<file path="src/rtl/slave_interface.sv">
// Serial-bus slave: collects an LSB-first address (and write data) from a
// one-bit bus, issues a single memory write or read strobe, and returns read
// data LSB-first on a one-bit serial output.
module slave_interface #(
  parameter int DATA_WIDTH           = 8,
  parameter int SLAVE_MEM_ADDR_WIDTH = 12
) (
  input  logic                            clk,
  input  logic                            rst,
  input  logic                            swdata,
  input  logic                            smode,
  input  logic                            swvalid,
  output logic                            srdata,
  output logic                            srvalid,
  output logic                            sready,
  output logic [SLAVE_MEM_ADDR_WIDTH-1:0] mem_addr,
  output logic [DATA_WIDTH-1:0]           mem_wdata,
  output logic                            mem_wen,
  output logic                            mem_ren,
  input  logic [DATA_WIDTH-1:0]           mem_rdata,
  input  logic                            mem_rvalid
);

  localparam int AW       = SLAVE_MEM_ADDR_WIDTH;
  localparam int DW       = DATA_WIDTH;
  localparam int MAX_BITS = (AW > DW) ? AW : DW;
  localparam int CNT_W    = (MAX_BITS > 1) ? $clog2(MAX_BITS) : 1;

  localparam logic [CNT_W-1:0] ADDR_LAST = CNT_W'(AW - 1);
  localparam logic [CNT_W-1:0] DATA_LAST = CNT_W'(DW - 1);
  localparam logic [CNT_W-1:0] CNT_ONE   = CNT_W'(1);

  typedef enum logic [2:0] {
    IDLE,
    ADDR,
    WDATA,
    WRITE,
    READ,
    WAIT,
    SEND
  } state_e;

  state_e           state_q, state_d;
  logic [CNT_W-1:0] cnt_q, cnt_d;     // index of the next bit within the current phase
  logic             mode_q, mode_d;   // latched smode of the current transfer
  logic [AW-1:0]    addr_q, addr_d;
  logic [DW-1:0]    wdata_q, wdata_d;
  logic [DW-1:0]    rdata_q, rdata_d; // read data, shifted out from bit 0

  // State register; reset lands in IDLE so sready rises at once.
  always_ff @(posedge clk or posedge rst) begin
    if (rst) begin
      state_q <= IDLE;
    end else begin
      // NOTE: clocked state uses non-blocking assignments so every register
      // samples the pre-edge values regardless of statement order.
      state_q <= state_d;
    end
  end

  // Datapath registers: bit counter, latched mode, address/data shifters.
  always_ff @(posedge clk or posedge rst) begin
    if (rst) begin
      cnt_q   <= '0;
      mode_q  <= 1'b0;
      addr_q  <= '0;
      wdata_q <= '0;
      rdata_q <= '0;
    end else begin
      cnt_q   <= cnt_d;
      mode_q  <= mode_d;
      addr_q  <= addr_d;
      wdata_q <= wdata_d;
      rdata_q <= rdata_d;
    end
  end

  // Next-state and datapath update; serial bits shift in from the MSB end so
  // the first (LSB) bit ends up at position 0 after a full phase.
  always_comb begin
    // NOTE: every signal gets a default first so no path through the case
    // leaves it unassigned, which would otherwise infer a latch.
    state_d = state_q;
    cnt_d   = cnt_q;
    mode_d  = mode_q;
    addr_d  = addr_q;
    wdata_d = wdata_q;
    rdata_d = rdata_q;

    unique case (state_q)
      IDLE: begin
        if (swvalid) begin
          addr_d  = {swdata, addr_q[AW-1:1]};
          mode_d  = smode;
          cnt_d   = CNT_ONE;
          state_d = ADDR;
        end
      end

      ADDR: begin
        if (swvalid) begin
          addr_d = {swdata, addr_q[AW-1:1]};
          if (cnt_q == ADDR_LAST) begin
            cnt_d   = '0;
            state_d = mode_q ? WDATA : READ;
          end else begin
            cnt_d = cnt_q + CNT_ONE;
          end
        end
      end

      WDATA: begin
        if (swvalid) begin
          wdata_d = {swdata, wdata_q[DW-1:1]};
          if (cnt_q == DATA_LAST) begin
            cnt_d   = '0;
            state_d = WRITE;
          end else begin
            cnt_d = cnt_q + CNT_ONE;
          end
        end
      end

      WRITE: state_d = IDLE;

      READ: state_d = WAIT;

      WAIT: begin
        if (mem_rvalid) begin
          rdata_d = mem_rdata;
          cnt_d   = '0;
          state_d = SEND;
        end
      end

      SEND: begin
        rdata_d = rdata_q >> 1;
        if (cnt_q == DATA_LAST) begin
          cnt_d   = '0;
          state_d = IDLE;
        end else begin
          cnt_d = cnt_q + CNT_ONE;
        end
      end

      default: state_d = IDLE;
    endcase
  end

  // Strobes and handshake outputs decode directly from the state.
  assign sready    = (state_q == IDLE);
  assign mem_wen   = (state_q == WRITE);
  assign mem_ren   = (state_q == READ);
  assign srvalid   = (state_q == SEND);
  assign srdata    = (state_q == SEND) & rdata_q[0];
  assign mem_addr  = addr_q;
  assign mem_wdata = wdata_q;

endmodule

</file>
<file path="config.mk">
export PLATFORM = sky130hd
export DESIGN_NAME = slave_interface
export DESIGN_NICKNAME = d
export VERILOG_FILES = /design/src/rtl/slave_interface.sv
export SDC_FILE = /design/constraint.sdc
export NUM_CORES = 1
export LEC_CHECK = 0
export CAP_MARGIN = 20
export CORE_ASPECT_RATIO = 2
export CORE_MARGIN = 1.5
export CORE_UTILIZATION = 49
export CTS_CLUSTER_SIZE = 14
export DETAILED_ROUTE_END_ITERATION = 16
export PLACE_DENSITY = 0.78
export SYNTH_ARGS = -nofsm -noshare
export SYNTH_HDL_FRONTEND = slang
export SYNTH_SLANG_ARGS = --single-unit
</file>
<file path="constraint.sdc">
create_clock -name clk -period 2 [get_ports clk]
set_input_delay 0.5 -clock clk [delete_from_list [all_inputs] [get_ports clk]]
set_output_delay 0.5 -clock clk [all_outputs]
set_load 0.05 [all_outputs]
</file>
* Word level (Yosys, flattened, before mapping) *
Index checks and enable logic that the tools add are counted.

word-level totals
  output and inout bits = 25
  flip-flop bits (word level) = 36
  word-level logic and storage cells = 51
  bits of input ports = 14

operators by class
  add/subtract/negate cells = 1
  reductions and logical operators = 10
  equality and inequality tests = 15
  mux-type cells = 18
  bitwise operators = 1

operator list
  operator                                                count
  2-to-1 mux 3 bit                                        8
  2-to-1 mux 4 bit                                        6
  case mux 4 bit (5 select lines)                         1
  case mux 3 bit (6 select lines)                         1
  case mux 8 bit (2 select lines)                         1
  inequality test 2 bit (second input constant)           6
  == test 3 bit (second input constant)                   3
  2-to-1 mux 8 bit                                        1
  AND reduction 2 bit                                     4
  AND reduction 7 bit                                     1
  == test 3 x 2 -> 1 bit (second input constant)          2
  AND reduction 5 bit                                     1
  nonzero test 5 bit                                      1
  adder 4 x 1 -> 4 bit (second input constant)            1
  == test 4 x 3 -> 1 bit (second input constant)          1
  == test 4 bit (second input constant)                   1
  == test 3 x 1 -> 1 bit (second input constant)          1
  zero test 3 bit                                         1
  inequality test 2 x 1 -> 1 bit (second input constant)  1
  nonzero test 2 bit                                      1
  OR reduction 2 bit                                      1
  bitwise AND 1 bit                                       1

* Depth between registers and ports, before layout *
Gate-level depths: netlist of the first run.

  depth in word-level cells = 4
  depth in mapped cells = 6
  gate-level depth less buffers = 5

* Least setup slack after synthesis of the first run *
Ideal clock, no wire load.

  path type = reg-to-output
  from = register state_q[0]
  to = output sready
  arrival time = 1.789 ns
  path slack = -0.289 ns
  cell stages (with the launch flop) = 4
  path buffers = 2
  data required time = 1.500 ns
  path through = dfrtp_1 -> buf_4 -> clkbuf_1 -> nor3_1

on the way
  cells in the longest elaborated chain, start to end = 1

RTL lines
  item                    RTL line  RTL
  start, declared         43        state_e state_q, state_d;
  start signal, assigned  57        state_q <= state_d;
  zero test 3 bit         151       assign sready = (state_q == IDLE);
  end, declared           15        output logic sready,

Every way passes these cells.

* Worst setup path after layout of the first run *
  from = register addr_q[8] (netlist: mem_addr[8])
  to = output mem_addr[8]

RTL lines
  item                    RTL line  RTL
  start, declared         46        logic [AW-1:0] addr_q, addr_d;
  start signal, assigned  72        addr_q <= addr_d;
  end, declared           16        output logic [SLAVE_MEM_ADDR_WIDTH-1:0] mem_addr,

No word-level cell between the ends.

==> run summary, run 1 <==
The flow ran to the end, and the final reports show no timing, DRC or antenna violations. In the global route stage, overall resource usage came out at 20.0%. In this run the standard cell core region covers 0.00338 mm2. The main combinational cell family by area after synthesis is multiplexers. The vias per cell is 5.65, and the ratio of cells with drive above 1 in the final layout is 30.6%. Of the total power, the share spent switching nets is 45.8%. The HPWL after detailed placement is 2.72 mm. The tools report the launching element of the worst setup path as mem_addr[8]$_DFFE_PP0P_. STA classifies the critical path startpoint as a flip-flop. After layout, the worst path uses 97.5% of the clock period. In the routed design, unresolved DRC markers number 0. The number of buffers and inverters on the critical path was 1. The path type of the worst setup path was flip-flop to output pin. For this run, the number of Yosys warnings is 0. The tools report the number of pins exceeding their max-slew limit in the final report as 0.

For the buffer levels on the longest clock path, the log shows 2. Family with the most delay on the worst path: buffers and inverters. The design internal power was 2.26 mW. Critical path endpoint category: an output pin. The placed instances occupy a cell area of 0.00217 mm2. Dividing the synthesized area by the synthesized cell count gives 11.6 um2. The final net count is 208, and the area of all placed cells without fillers is 0.00227 mm2. The peak fanout along the critical path works out to 3. The number of stages on the worst setup path was 1. The site row count came out at 30. The tools report the relative contribution of sequential cells to total power as 32.0%. Predominant post-synthesis flop cell: sky130_fd_sc_hd__dfrtp_1. The synthesized netlist devotes 0.731% of its cell area to adder and majority cells. For the pin with the worst max-slew slack, the measured transition is 0.672 ns. The compound-cell area share of the yosys netlist is 13.1%.

Clock-pin slew was measured on the worst setup and hold paths at 0.06 ns. The number of hold buffers added after CTS was 0. For this block, the initial DRC count from the detailed router was 27. Counting cells, the worst reg-to-reg path comes to 4. For the die area, the log shows 0.00388 mm2. Static timing analysis puts the maximum clock frequency at 513 MHz. In this run the static leakage power is 1.07 nW.

The synthesized instance count is 148. The tightest slew margin relative to the limit is 54.9%, and the starting density of the core is 50.7%. The largest stage delay on the critical path is 0.81 ns, and the x dimension of the die is 44.8 um. Setup repair after global routing left no endpoint under its margin. For this design the ratio of total power to cell area is 1840 mW/mm2. The smallest hold slack is 0.491 ns, and the portion of total power attributed to combinational logic is 56.7%.

The number of top-level pins came out at 39. The tools report the insertion delay of the later-clocked pin in the worst-skew pair as 0.28 ns. TritonCTS built the clock tree. Launch instance of the worst min-delay path: rdata_q[3]$_DFFE_PP0P_. The path class of the tightest hold or removal check is flip-flop to flip-flop. The first global-routing pass estimated 5.76 mm of wire.

Reg-to-reg startpoint: state_q[1]$_DFFE_PP0P_. After detailed routing, the average wire length per cell comes to 15.7 um. Highest-delay cell along the critical path: sky130_fd_sc_hd__clkdlybuf4s50_1. The relative contribution of the clock network to total power is 11.4%. In the synthesized netlist, mux cells make up 18.0% of the area.

The total via count after detailed routing was 1,272; the xor and xnor area share after synthesis was 0.512%. After global routing the overflow that remains totals 0. For the worst setup path, the data arrival time is 1.45 ns.

In this run, synthesis inferred 0 flip-flops with an integrated enable. For the diode insertion count for antenna repair, the log shows 0. Traced cell by cell, the critical path runs through clkdlybuf4s50_1. For the final database, setup skew stands at 0.00608 ns.

Counting every net in the synthesized netlist gives 163. The tree is rooted in a sky130_fd_sc_hd__clkbuf_8. Number of fill cells in the layout: 264. Total power for the finished layout comes to 4.17 mW. Relative area change from synthesis to final layout: 32.7%. Number of detailed-route iterations in the first pass: 4. The hold path depth is 2, and the total CTS buffers is 5. Across the run, the number of max-cap violations was 0. Setup violations remaining at the end of the flow were counted as 0. Across the VDD grid, the largest voltage drop is 1020 uV. For this block, the routed nets add up to 3.53 mm of wire. In this run the vertical extent of the chip is 86.6 um. Port buffering added 38 buffers. The run gives 0 ns as the final total negative setup slack. The post-synthesis cell area is 0.00171 mm2, and the final-report hold violation count is 0. The logs give 0.815 for the routability congestion estimate and 1,278 for the via count of the first global-routing pass. The core occupancy in the finished layout was 67.3%; the initial antenna violation count was 0. The sequential share of the synthesized area is 52.6%, and the post-synthesis register bit count is 36. Synthesis instantiated 37 different standard cells from the library.

The switching power was 1.91 mW. At the worst endpoint, the required time is 1.50 ns. The final critical path time including I/O delays and setup is 1.95 ns, and the number of levels in the clock H-tree is 2. The count of nets left with antenna violations once routing finished came out at 0.

The async set or reset register ratio after synthesis is 100%, and the simple-gate share of the synthesized area is 10.2%. The largest net degree at the start of global routing is 37, and the total number of clock tree sinks is 36.
## final cells by class
| class | instances | area, um2 | area share, % |
|---|---|---|---|
| Clock buffer | 6 | 72.6 | 3.19 |
| Clock inverter | 1 | 5.00 | 0.220 |
| Inverter | 8 | 30.0 | 1.32 |
| Multi-Input combinational cell | 96 | 746 | 32.8 |
| Sequential cell | 36 | 903 | 39.8 |
| Tap cell | 32 | 40.0 | 1.76 |
| Timing Repair Buffer | 46 | 475 | 20.9 |
## path summary, 6_finish.rpt
kind	to	slack (ns)
worst min register to register	rdata_q[3]$_DFFE_PP0P_	0.49
min in group asynchronous	cnt_q[2]$_DFFE_PP0P_	0.62
worst min-delay path	rdata_q[3]$_DFFE_PP0P_	0.49
worst max-delay path	mem_addr[8]	0.05
worst max register to register	mem_addr[4]$_DFFE_PP0P_	0.22
max in group asynchronous	state_q[1]$_DFFE_PP0P_	1.05
## cell families (layout without fill, tap and decap cells)
group | after synthesis | after routing
muxes | 28 | 28
xor gates and xnor gates | 1 | 1
buffers and inverters | 16 | 61
DFF | 36 | 36
adders and majority gates | 1 | 1
and+or+nand+nor | 33 | 33
AOI/OAI and AO/OA | 33 | 33
## sequential cells by signal (all words and copies together), names as in the netlist
signal     flops
mode_q         1
rdata_q        8
mem_wdata      8
state_q        3
cnt_q          4
mem_addr      12
## power by group through the flow
stage,sequential (mW),combinational (mW),clock (mW)
CTS,1.33,2.37,0.488
global placement,1.31,2.28,0
global route,1.38,2.51,0.518
detailed placement,1.34,2.36,0
finish,1.33,2.36,0.474
floorplan,1.88,1.05,0
## stage by stage
step / std cells / setup slack [ns]
finish: 225 / 0.0496
global placement: 217 / -0.208
CTS: 224 / 0.0153
floorplan: 148 / 0.138
global route: 225 / 0.00848
detailed placement: 217 / -0.414
## repair_timing
action                                  4_1_cts  5_1_grt
endpoints found under the hold margin         0        0
gates resized for setup                       4        3
buffers inserted                              0        1
endpoints found under the setup margin        7        4
## cell usage after synthesis, types with 2 or more instances
cell | count | area [um2]
sky130_fd_sc_hd__buf_2 | 3 | 15.0
sky130_fd_sc_hd__clkbuf_1 | 2 | 7.51
sky130_fd_sc_hd__a32o_1 | 2 | 20.0
sky130_fd_sc_hd__mux2_2 | 22 | 248
sky130_fd_sc_hd__dfrtp_1 | 36 | 901
sky130_fd_sc_hd__nand3_1 | 3 | 15.0
sky130_fd_sc_hd__nand2_1 | 10 | 37.5
sky130_fd_sc_hd__inv_1 | 8 | 30.0
sky130_fd_sc_hd__nor2_1 | 8 | 30.0
sky130_fd_sc_hd__nand3b_1 | 3 | 22.5
sky130_fd_sc_hd__buf_6 | 2 | 22.5
sky130_fd_sc_hd__a21oi_1 | 6 | 30.0
sky130_fd_sc_hd__o22ai_1 | 3 | 18.8
sky130_fd_sc_hd__o21ai_0 | 12 | 60.1
sky130_fd_sc_hd__mux2i_1 | 6 | 60.1
## layer usage
metal	global-route usage [%]	wire length [um]
met1	21.6	1320
met2	35.3	2010
met3	4.17	113
met4	9.89	82
met5	0	0
## layout by cell type (no fill, tap or decap), types with 2 or more instances in the layout
| master | Yosys | layout |
|---|---|---|
| sky130_fd_sc_hd__buf_12 | 0 | 5 |
| sky130_fd_sc_hd__inv_1 | 8 | 8 |
| sky130_fd_sc_hd__nand3b_1 | 3 | 3 |
| sky130_fd_sc_hd__dlymetal6s2s_1 | 0 | 2 |
| sky130_fd_sc_hd__mux2i_1 | 6 | 6 |
| sky130_fd_sc_hd__nand3_1 | 3 | 3 |
| sky130_fd_sc_hd__clkdlybuf4s50_1 | 0 | 23 |
| sky130_fd_sc_hd__a32o_1 | 2 | 2 |
| sky130_fd_sc_hd__dfrtp_2 | 0 | 2 |
| sky130_fd_sc_hd__dfrtp_1 | 36 | 34 |
| sky130_fd_sc_hd__mux2_2 | 22 | 22 |
| sky130_fd_sc_hd__a21oi_1 | 6 | 6 |
| sky130_fd_sc_hd__nand2_1 | 10 | 10 |
| sky130_fd_sc_hd__o22ai_1 | 3 | 3 |
| sky130_fd_sc_hd__buf_4 | 1 | 16 |
| sky130_fd_sc_hd__o21ai_0 | 12 | 11 |
| sky130_fd_sc_hd__nor2_1 | 8 | 7 |
| sky130_fd_sc_hd__nor2b_4 | 1 | 2 |
| sky130_fd_sc_hd__clkbuf_8 | 0 | 5 |
(Power assumes the default switching activity.)
==> run 2: changes to the inputs <==
CAP_MARGIN = not set   (was 20)
CORE_UTILIZATION = 44   (was 49)
PLACE_DENSITY = 0.74   (was 0.78)
SKIP_CTS_REPAIR_TIMING = 1   (was not set)
clock period = 1.7 ns   (was 2 ns; I/O delays follow)
==> run summary, run 2 (synthesis gave the netlist of run 1 again) <==
Highest-delay cell along the critical path: sky130_fd_sc_hd__dfrtp_1 (was sky130_fd_sc_hd__clkdlybuf4s50_1). The routed length per instance was 15.6 um (was 15.7 um). The logs give 289 (was 264) for the number of fill cells in the layout and 0 (unchanged) for the residual overflow from global routing. The x dimension of the die is 47.1 um (was 44.8 um).

The peak fanout along the critical path is 8 (was 3), and the clock-pin slew reported for the worst setup and hold paths after clock tree synthesis is 0.06 ns (about the same). The tools report the type of element launching the critical path as a flip-flop (unchanged). The cell area power density works out to 2170 mW/mm2 (was 1840 mW/mm2). The cell at the root of the clock tree was sky130_fd_sc_hd__clkbuf_8 (unchanged). Setup repair after global routing could not meet its margin everywhere. The area of all placed cells without fillers was 0.00243 mm2 (was 0.00227 mm2); the switching share of power was 45.0% (was 45.8%). The total CTS buffers was 5 (unchanged); the number of flip-flops in the largest register was 12 (unchanged). Leading cell types in the layout, fill and taps excluded: sky130_fd_sc_hd__buf_4, sky130_fd_sc_hd__dfrtp_1, sky130_fd_sc_hd__mux2_2 (was sky130_fd_sc_hd__dfrtp_1, sky130_fd_sc_hd__clkdlybuf4s50_1, sky130_fd_sc_hd__mux2_2).

Number of failing setup endpoints in the final timing report: 2 (was 0). The post-placement cell area was 0.00225 mm2 (was 0.00217 mm2). The tools report the tightest slew margin relative to the limit as 76.8% (was 54.9%). The final-report hold violation count is 0 (unchanged), and the height of the die is 91.2 um (was 86.6 um).

Number of levels in the clock H-tree: 2 (unchanged). In this design, the critical path's most frequently occurring cell is sky130_fd_sc_hd__buf_6. The area occupied by multi-input gates came out at 766 um2 (was 746 um2).

The checks that failed: negative setup slack. The number of top-level pins is 39 (unchanged). TritonCTS built the clock tree. Starting density of the core: 46.5% (was 50.7%).

Final net count: 221 (was 208). Number of detailed-route iterations in the first pass: 4 (unchanged). Diode insertion count for antenna repair: 0 (unchanged).

Family with the most delay on the worst path: buffers and inverters (unchanged). The worst hold-check path type was flip-flop to flip-flop (unchanged). The initial antenna violation count came out at 0 (unchanged). Total number of clock tree sinks: 36 (unchanged).

The flip-flop and latch area was 905 um2 (was 903 um2). Most common cell after layout, fill and taps aside: sky130_fd_sc_hd__buf_4 (was sky130_fd_sc_hd__dfrtp_1). The logs give 6.15 mm (was 5.76 mm) for the first-pass GRT wire length and 1,407 (was 1,278) for the via count of the first global-routing pass. Based on the critical path, the design can be clocked at up to 576 MHz. The required time at the endpoint of the critical path was 1.27 ns (was 1.50 ns). The portion of total power attributed to combinational logic was 58.7% (was 56.7%). The overall fraction of global-route tracks in use was 19.7% (was 20.0%). The smallest hold slack is 0.489 ns (was 0.491 ns), and the ratio of cells with drive above 1 in the final layout is 43.0% (was 30.6%). The power after layout is 5.27 mW (was 4.17 mW), and the part of the cycle the worst path needs is 102%. The cell total after placement was 240 (was 217). The buffer levels on the longest clock path was 2 (unchanged); the number of buffers inserted by port buffering was 38 (unchanged). The logs give 31 (was 30) for the site row count and 1.15 nW (was 1.07 nW) for the leakage power. The number of pins exceeding their max-slew limit in the final report came out at 0 (unchanged). The post-layout worst setup margin is -0.0366 ns (was 0.0496 ns), and the largest stage delay on the critical path is 0.41 ns (was 0.81 ns). The routability congestion estimate is 0.803 (was 0.815).

The transition time at the pin with the least slew margin came out at 0.344 ns (was 0.672 ns). The largest net degree at the start of global routing was 37 (unchanged); the number of DRC violations after detailed-routing iteration 0 was 34 (was 27). The die area came out at 0.00430 mm2 (was 0.00388 mm2). Critical path endpoint category: an output pin (unchanged). The switching power was 2.38 mW (was 1.91 mW). The final critical path time including I/O delays and setup came out at 1.74 ns. The run finished, with violations left.

The post-detailed-route count of antenna-violating nets is 0 (unchanged). The relative area change from synthesis to final layout is 42.1% (was 32.7%), and the insertion delay of the later-clocked pin in the worst-skew pair is 0.29 ns (was 0.28 ns). Cell chain of the critical path: buf_6 > buf_6 > nor3_4 > buf_12 (was clkdlybuf4s50_1).

The vias per cell was 5.48 (was 5.65). The number of buffers and inverters on the critical path was 3 (was 1); the aggregate routed wire length was 3.99 mm (was 3.53 mm). The remaining routing DRC violations was 0 (unchanged). For the design internal power, the log shows 2.90 mW (was 2.26 mW).

The relative contribution of the clock network to total power came out at 11.6% (was 11.4%). The worst clock skew was 0.00580 ns (was 0.00608 ns); the relative contribution of sequential cells to total power was 29.7% (was 32.0%). The half-perimeter wire length after placement is 2.90 mm (was 2.72 mm), and the final instance count without filler cells is 256 (was 225). The total via count after detailed routing came out at 1,404 (was 1,272).

Number of max-cap violations: 0 (unchanged). The path type of the worst setup path was flip-flop to output pin (unchanged). Worst endpoint data arrival time: 1.31 ns (was 1.45 ns).

The highest ir drop seen on vdd is 1210 uV (was 1020 uV). The area of the placeable core is 0.00368 mm2 (was 0.00338 mm2).
[run 2: cell types whose count changed in the layout (fill, tap and decap cells not counted), moves of 2 or more]
cell	before	now
sky130_fd_sc_hd__buf_4	16	35
sky130_fd_sc_hd__clkdlybuf4s50_1	23	13
sky130_fd_sc_hd__buf_12	5	8
sky130_fd_sc_hd__and2_4	0	2
sky130_fd_sc_hd__buf_6	0	2
sky130_fd_sc_hd__dlymetal6s2s_1	2	0
[run 2: worst min-delay path, stage by stage (launching register included)]
cell	delay [ns]
sky130_fd_sc_hd__dfrtp_1	0.34
sky130_fd_sc_hd__nand2_1	0.04
sky130_fd_sc_hd__o21ai_0	0.07
[run 2: cell type report]
cell class | instances | area share [%]
multi-input cells | 96 | 31.5
inverters | 8 | 1.23
flip-flops and latches | 36 | 37.2
well taps | 49 | 2.52
clock buffers | 8 | 3.70
repair buffers | 59 | 23.9
[run 2: metal layers]
layer  global-route usage, %  share of wire [%]
met5                       0                  0
met4                    10.4                3.5
met3                    4.37                4.2
met2                    35.0                 58
met1                    19.1                 35
[run 2: worst paths after layout]
check	start	endpoint	slack [ns]	depth (start not counted)
hold / removal	rdata_q[3]$_DFFE_PP0P_	rdata_q[3]$_DFFE_PP0P_	0.49	2
setup / recovery	state_q[1]$_DFFE_PP0P_	sready	-0.04	4
min in group asynchronous	rst	cnt_q[2]$_DFFE_PP0P_	0.50	3
max in group asynchronous	rst	state_q[2]$_DFFE_PP0P_	1.00	3
hold reg to reg	rdata_q[3]$_DFFE_PP0P_	rdata_q[3]$_DFFE_PP0P_	0.49	2
setup reg to reg	state_q[1]$_DFFE_PP0P_	cnt_q[1]$_DFFE_PP0P_	-0.01	7
[run 2: per-stage QoR]
| step | setup WS (ns) | util, % | TNS, ns |
|---|---|---|---|
| global placement | -0.190 | 61.2 | -2.02 |
| global route | -0.109 | 66.0 | -0.317 |
| finish | -0.0366 | 66.0 | -0.0498 |
| detailed placement | -0.246 | 61.2 | -3.37 |
| CTS | -0.226 | 63.6 | -0.724 |
| floorplan | -0.00722 | - | -0.00722 |
[run 2: power groups by stage]
| stage | registers (mW) | clock network, mW | logic (mW) |
|---|---|---|---|
| 3_3_place_gp | 1.54 | 0 | 2.80 |
| 3_5_place_dp | 1.58 | 0 | 2.89 |
| 6_report | 1.57 | 0.612 | 3.10 |
| 2_1_floorplan | 2.21 | 0 | 1.26 |
| 5_1_grt | 1.62 | 0.670 | 3.30 |
| 4_1_cts | 1.56 | 0.628 | 2.90 |
